## config.mk

```make
export PLATFORM = sky130hd
export DESIGN_NAME = adc_trigger_sequencer
export DESIGN_NICKNAME = d
export VERILOG_FILES = /design/src/rtl/adc_trigger_sequencer.sv
export SDC_FILE = /design/constraint.sdc
export NUM_CORES = 1
export LEC_CHECK = 0
export ABC_AREA = 1
export CORE_UTILIZATION = 45
export CTS_CLUSTER_DIAMETER = 120
export DETAILED_ROUTE_END_ITERATION = 6
export PLACE_DENSITY_LB_ADDON = 0.3
export SYNTH_ARGS = -nofsm -noshare
export SYNTH_HDL_FRONTEND = slang
export SYNTH_SLANG_ARGS = --single-unit
```

## constraint.sdc

```tcl
create_clock -name clk_i -period 3.5 [get_ports clk_i]
set_input_delay 1.05 -clock clk_i [delete_from_list [all_inputs] [get_ports clk_i]]
set_output_delay 1.05 -clock clk_i [all_outputs]
set_load 0.03 [all_outputs]
```

## src/rtl/adc_trigger_sequencer.sv

```systemverilog
// rtl/adc_trigger_sequencer.sv - round-robin ADC trigger sequencer with EOC watchdog
//
// Purpose: emits single-cycle ADC trigger pulses on a programmable period,
// tagging each pulse with a round-robin channel index. In free-run mode a
// trigger fires every period_q+1 cycles. In EOC-synchronised mode the
// sequencer waits for eoc_i after each period. A watchdog forces the trigger
// and counts an error if eoc_i never arrives.
//
// Ports:
//   clk_i        system clock
//   rst_i        synchronous active-high reset
//   enable_i     1 = run, 0 = return to IDLE (channel index cleared)
//   sync_mode_i  0 = free-run, 1 = wait for EOC (latched per period)
//   period_i     period P, latched per period, 0 treated as 1
//   eoc_i        end-of-conversion pulse, only observed in WAIT_EOC
//   trigger_o    registered single-cycle trigger pulse
//   chan_o       channel of the latest trigger (holds between pulses)
//   busy_o       state != IDLE
//   timeout_o    pulses together with a watchdog-forced trigger
//   err_count_o  saturating count of watchdog timeouts
module adc_trigger_sequencer #(
    parameter int CounterWidth = 16,
    parameter int NumChannels  = 4,
    parameter int ChanWidth    = 2,
    parameter int TimeoutWidth = 12,
    parameter int TimeoutMax   = 4095
) (
    input  logic                    clk_i,
    input  logic                    rst_i,
    input  logic                    enable_i,
    input  logic                    sync_mode_i,
    input  logic [CounterWidth-1:0] period_i,
    input  logic                    eoc_i,
    output logic                    trigger_o,
    output logic [ChanWidth-1:0]    chan_o,
    output logic                    busy_o,
    output logic                    timeout_o,
    output logic [7:0]              err_count_o
);

    typedef enum logic [1:0] {
        IDLE     = 2'd0,
        COUNT    = 2'd1,
        WAIT_EOC = 2'd2
    } state_t;

    localparam logic [ChanWidth-1:0]    LastChan = ChanWidth'(NumChannels - 1);
    localparam logic [TimeoutWidth-1:0] WdLimit  = TimeoutWidth'(TimeoutMax);

    state_t                  r_state;
    state_t                  w_next;
    logic [CounterWidth-1:0] r_cnt;
    logic [CounterWidth-1:0] r_period;
    logic                    r_mode;
    logic [TimeoutWidth-1:0] r_wd;
    logic [ChanWidth-1:0]    r_idx;
    logic                    r_trig;
    logic [ChanWidth-1:0]    r_chan;
    logic                    r_tmo;
    logic [7:0]              r_err;

    // w_fire: emit a trigger at this edge; w_tmo: it was forced by the
    // watchdog; w_latch: capture period_i/sync_mode_i for the next period.
    logic w_fire;
    logic w_tmo;
    logic w_latch;

    always_ff @(posedge clk_i) begin
        if (rst_i) begin
            r_state <= IDLE;
        end else begin
            r_state <= w_next;
        end
    end

    always_comb begin
        w_next  = r_state;
        w_fire  = 1'b0;
        w_tmo   = 1'b0;
        w_latch = 1'b0;
        case (r_state)
            IDLE: begin
                if (enable_i) begin
                    w_next  = COUNT;
                    w_latch = 1'b1;
                end
            end
            COUNT: begin
                // Disable outranks a trigger due in the same cycle.
                if (!enable_i) begin
                    w_next = IDLE;
                end else if (r_cnt == r_period) begin
                    if (r_mode) begin
                        w_next = WAIT_EOC;
                    end else begin
                        w_fire  = 1'b1;
                        w_latch = 1'b1;
                    end
                end
            end
            WAIT_EOC: begin
                // EOC is tested before the watchdog limit so a coincident
                // EOC is treated as a normal conversion, not a timeout.
                if (!enable_i) begin
                    w_next = IDLE;
                end else if (eoc_i) begin
                    w_next  = COUNT;
                    w_fire  = 1'b1;
                    w_latch = 1'b1;
                end else if (r_wd == WdLimit) begin
                    w_next  = COUNT;
                    w_fire  = 1'b1;
                    w_tmo   = 1'b1;
                    w_latch = 1'b1;
                end
            end
            default: begin
                w_next = IDLE;
            end
        endcase
    end

    always_ff @(posedge clk_i) begin
        if (rst_i) begin
            r_cnt    <= '0;
            r_period <= '0;
            r_mode   <= 1'b0;
            r_wd     <= '0;
            r_idx    <= '0;
            r_trig   <= 1'b0;
            r_chan   <= '0;
            r_tmo    <= 1'b0;
            r_err    <= '0;
        end else begin
            r_trig <= w_fire;
            r_tmo  <= w_tmo;

            if (w_next == IDLE) begin
                r_cnt <= '0;
            end else if (w_latch) begin
                r_cnt <= '0;
            end else if (r_state == COUNT && w_next == COUNT) begin
                r_cnt <= r_cnt + 1'b1;
            end

            if (r_state == WAIT_EOC && w_next == WAIT_EOC) begin
                r_wd <= r_wd + 1'b1;
            end else begin
                r_wd <= '0;
            end

            if (w_latch) begin
                r_period <= (period_i == '0) ? CounterWidth'(1) : period_i;
                r_mode   <= sync_mode_i;
            end

            if (w_next == IDLE) begin
                r_idx <= '0;
            end else if (w_fire) begin
                r_chan <= r_idx;
                r_idx  <= (r_idx == LastChan) ? '0 : r_idx + 1'b1;
            end

            if (w_tmo && r_err != 8'hFF) begin
                r_err <= r_err + 8'd1;
            end
        end
    end

    assign trigger_o   = r_trig;
    assign chan_o      = r_chan;
    assign busy_o      = (r_state != IDLE);
    assign timeout_o   = r_tmo;
    assign err_count_o = r_err;

endmodule

```

==> key figures <==
CTS
  • Clock sink total: 61
  • Clk slew on worst S/H paths: 0.07 ns
  • Num CTS Buffers: 9
  • CTS tree: built
  • Clock Latency Late Sink: 0.36 ns
  • Post-CTS sizing: 0
  • Postcts setup bufs: 0
  • CTS root buffer: clkbuf_8
  • Htree depth: 3
  • Hold buffers post-CTS: 0
  • CTS max path bufs: 2

GRT
  • Maximum number of pins on one net before global-route repair: 31
  • Initial antenna violation count: 0
  • Vias in the first global route: 2,787
  • All-Layer GR Usage: 21.54%
  • GRT overflow: 0
  • First-pass GRT wire length: 12,340 um

Synth
  • Cell area after synthesis: 3164 um2
  • Synth unique cells: 33
  • EDFF count, synth: 0
  • Yosys warns: 0
  • Syn avg cell area: 6.924 um2
  • Post-synthesis sequential element count: 61
  • Mapped Nets: 486
  • Post-synth ARST share: 0%
  • Seq/Total Area, Yosys: 38.59%
  • Main flop type after synthesis: dfxtp_1
  • Cells after Synth: 457

Floorplan
  • Core Region: 6794 um2
  • Cell row count: 30
  • Die W: 85.86 um
  • Num ports: 34
  • Die ar.: 7371 um2
  • Die Height: 85.86 um
  • Initial Util: 46.57%

Timing
  • Crit path time final: 2.934 ns
  • Worst-Margin Slew: 0.5664 ns
  • Finish-stage setup viols: 0
  • Final Hold Fails: 0
  • Post-route clock skew: 0.008930 ns
  • Max Freq: 0.3409 GHz
  • Final Max Slew Viols: 0
  • Fin Setup TNS: 0 ns
  • Part of the cycle the worst path needs: 83.82%
  • RSZ-0062 raised after global routing: false
  • Fin Hold WS: 0.4680 ns
  • Relative slew slack: 61.89%

Power and ir drop
  • Pleak: 1.480 nW
  • Switching share of power: 24.64%
  • VDD IR-drop max: 0.2248 mV
  • Sequential share of power: 45.0%
  • Clk pwr share: 45.0%
  • Logic pwr share: 10.1%
  • P_int: 1.213 mW
  • Switch Pwr: 0.3966 mW
  • Power Dens Cells: 425.0 nW/um2
  • Total power: 1.609 mW

Run status
  • Outcome: complete, no violations

Routing
  • WL final: 7293 um
  • DRT antenna net count: 0
  • Vias per std cell: 5.007
  • DRC violations left: 0
  • DR WL/cell: 12.32 um
  • DR pass1 iterations: 5
  • Iteration-0 DRC Markers: 124
  • Via Count: 2,964

Cells and area
  • Multi-input gate area: 1624 um2
  • Area Overhead vs Synth: 19.69%
  • NumNets Final: 520
  • Share of cells above drive strength 1: 6.855%
  • Core Util, Final: 55.75%
  • Storage element area: 1221 um2
  • Number of inserted diodes: 0
  • Filler cells: 639

Critical path
  • FF-to-FF End: r_cnt[1]
  • WP data required: 2.45 ns
  • Reg-to-reg startpoint: r_state[1]
  • CP Capture Type: output pin
  • Crit Path Max Fanout: 4
  • Setup crit start kind: flop
  • WS Path Type: reg2out
  • Worst-case reg-to-reg path depth: 13
  • Critical Path Source: r_state[0]
  • Worst setup endpoint: busy_o
  • FF-to-FF setup slack: 0.88 ns
  • Worst Path Arrival: 1.88 ns

Placed design
  • Post-DP HPWL: 5210 um
  • Gpl congestion: 0.8127
  • Port Buffers: 33

Job
  • Max-cap violations: 0

Worst hold path
  • Hold Path Class: reg2reg
## per-stage QoR
| step | setup slack (ns) | std cells | area [um2] |
|---|---|---|---|
| 4_1_cts | 0.5708 | 592 | 3787 |
| 6_report | 0.5662 | 592 | 3787 |
| 3_3_place_gp | 0.6714 | 576 | 3562 |
| 2_1_floorplan | 1.423 | 457 | 3164 |
| 3_5_place_dp | 0.6487 | 576 | 3562 |
| 5_1_grt | 0.5019 | 592 | 3787 |
## power groups by stage
stage | clock network (mW) | registers (mW) | logic (mW)
CTS | 0.733 | 0.724 | 0.161
finish | 0.723 | 0.724 | 0.162
global route | 0.762 | 0.726 | 0.183
floorplan | 0 | 0.737 | 0.110
global placement | 0 | 0.739 | 0.158
detailed placement | 0 | 0.740 | 0.160
## cells in the mapped netlist (all sizes together), types with 2 or more instances
cell      n  area (um2)
a211oi    4       30.03
a21oi    39       214.0
buf       7       52.54
clkbuf    6       22.52
dfxtp    61        1221
ha        8       100.1
inv      64       240.2
nand2   110       425.4
nand3    22       127.6
nand4    23       158.9
nor2     55       214.0
nor3     14       70.07
nor4      6       37.54
o21ai    19       95.09
or2       2       12.51
xnor2     3       26.28
xor2      9       78.83
## layout make-up
| class | count | area share, % |
|---|---|---|
| clock buffer | 12 | 4.096 |
| clock inverter | 4 | 1.850 |
| inverter | 65 | 6.442 |
| multi-input combinational | 318 | 42.88 |
| sequential | 61 | 32.24 |
| tap | 96 | 3.171 |
| timing repair buffer | 36 | 9.316 |
## cells in the final DEF, fill, tap and decap left out, drive strengths merged, types with 4 or more instances in the layout
master and count:
a211oi 4, a21oi 39, clkbuf 12, clkdlybuf4s50 33, dfxtp 61, ha 8
inv 64, nand2 110, nand3 22, nand4 23, nor2 55, nor3 14
nor4 6, o21ai 19, xor2 9
## layer usage
metal | GRT usage (%) | share of wire [%]
met1 | 26.39 | 45
met2 | 36.29 | 48
met3 | 5.390 | 4.9
met4 | 8.636 | 1.9
met5 | 0 | 0
## registers in the layout (all words and copies together), names as in the netlist, 2 cells and up
name	count
r_state	2
r_cnt	16
r_wd	12
r_period	16
r_idx	2
err_count_o	8
chan_o	2
## critical path, cell delays in order (launching register included)
cell             delay (ns)
dfxtp_1                0.40
inv_1                  0.11
ha_1                   0.23
inv_1                  0.11
clkdlybuf4s50_1        0.68
## worst min path at each step
stage,slack (ns),depth (start not counted),end,from
final,0.47,2,chan_o[1],chan_o[1]
after global routing,0.49,2,chan_o[0],chan_o[0]
after CTS,0.47,2,r_period[9],r_period[9]
after detailed placement,0.46,2,r_period[9],r_period[9]
after global placement,0.44,1,r_wd[0],r_wd[0]
after floorplan,0.43,1,r_wd[0],r_wd[0]
## cells by family after synthesis
kind of cell	after synthesis	synth area share [%]
buf+inv	78	10.08
simple gates	233	33.29
flops	61	38.59
fa+ha+maj	8	3.163
compound gates	65	11.55
xor+xnor	12	3.322
(Power assumes the default switching activity.)
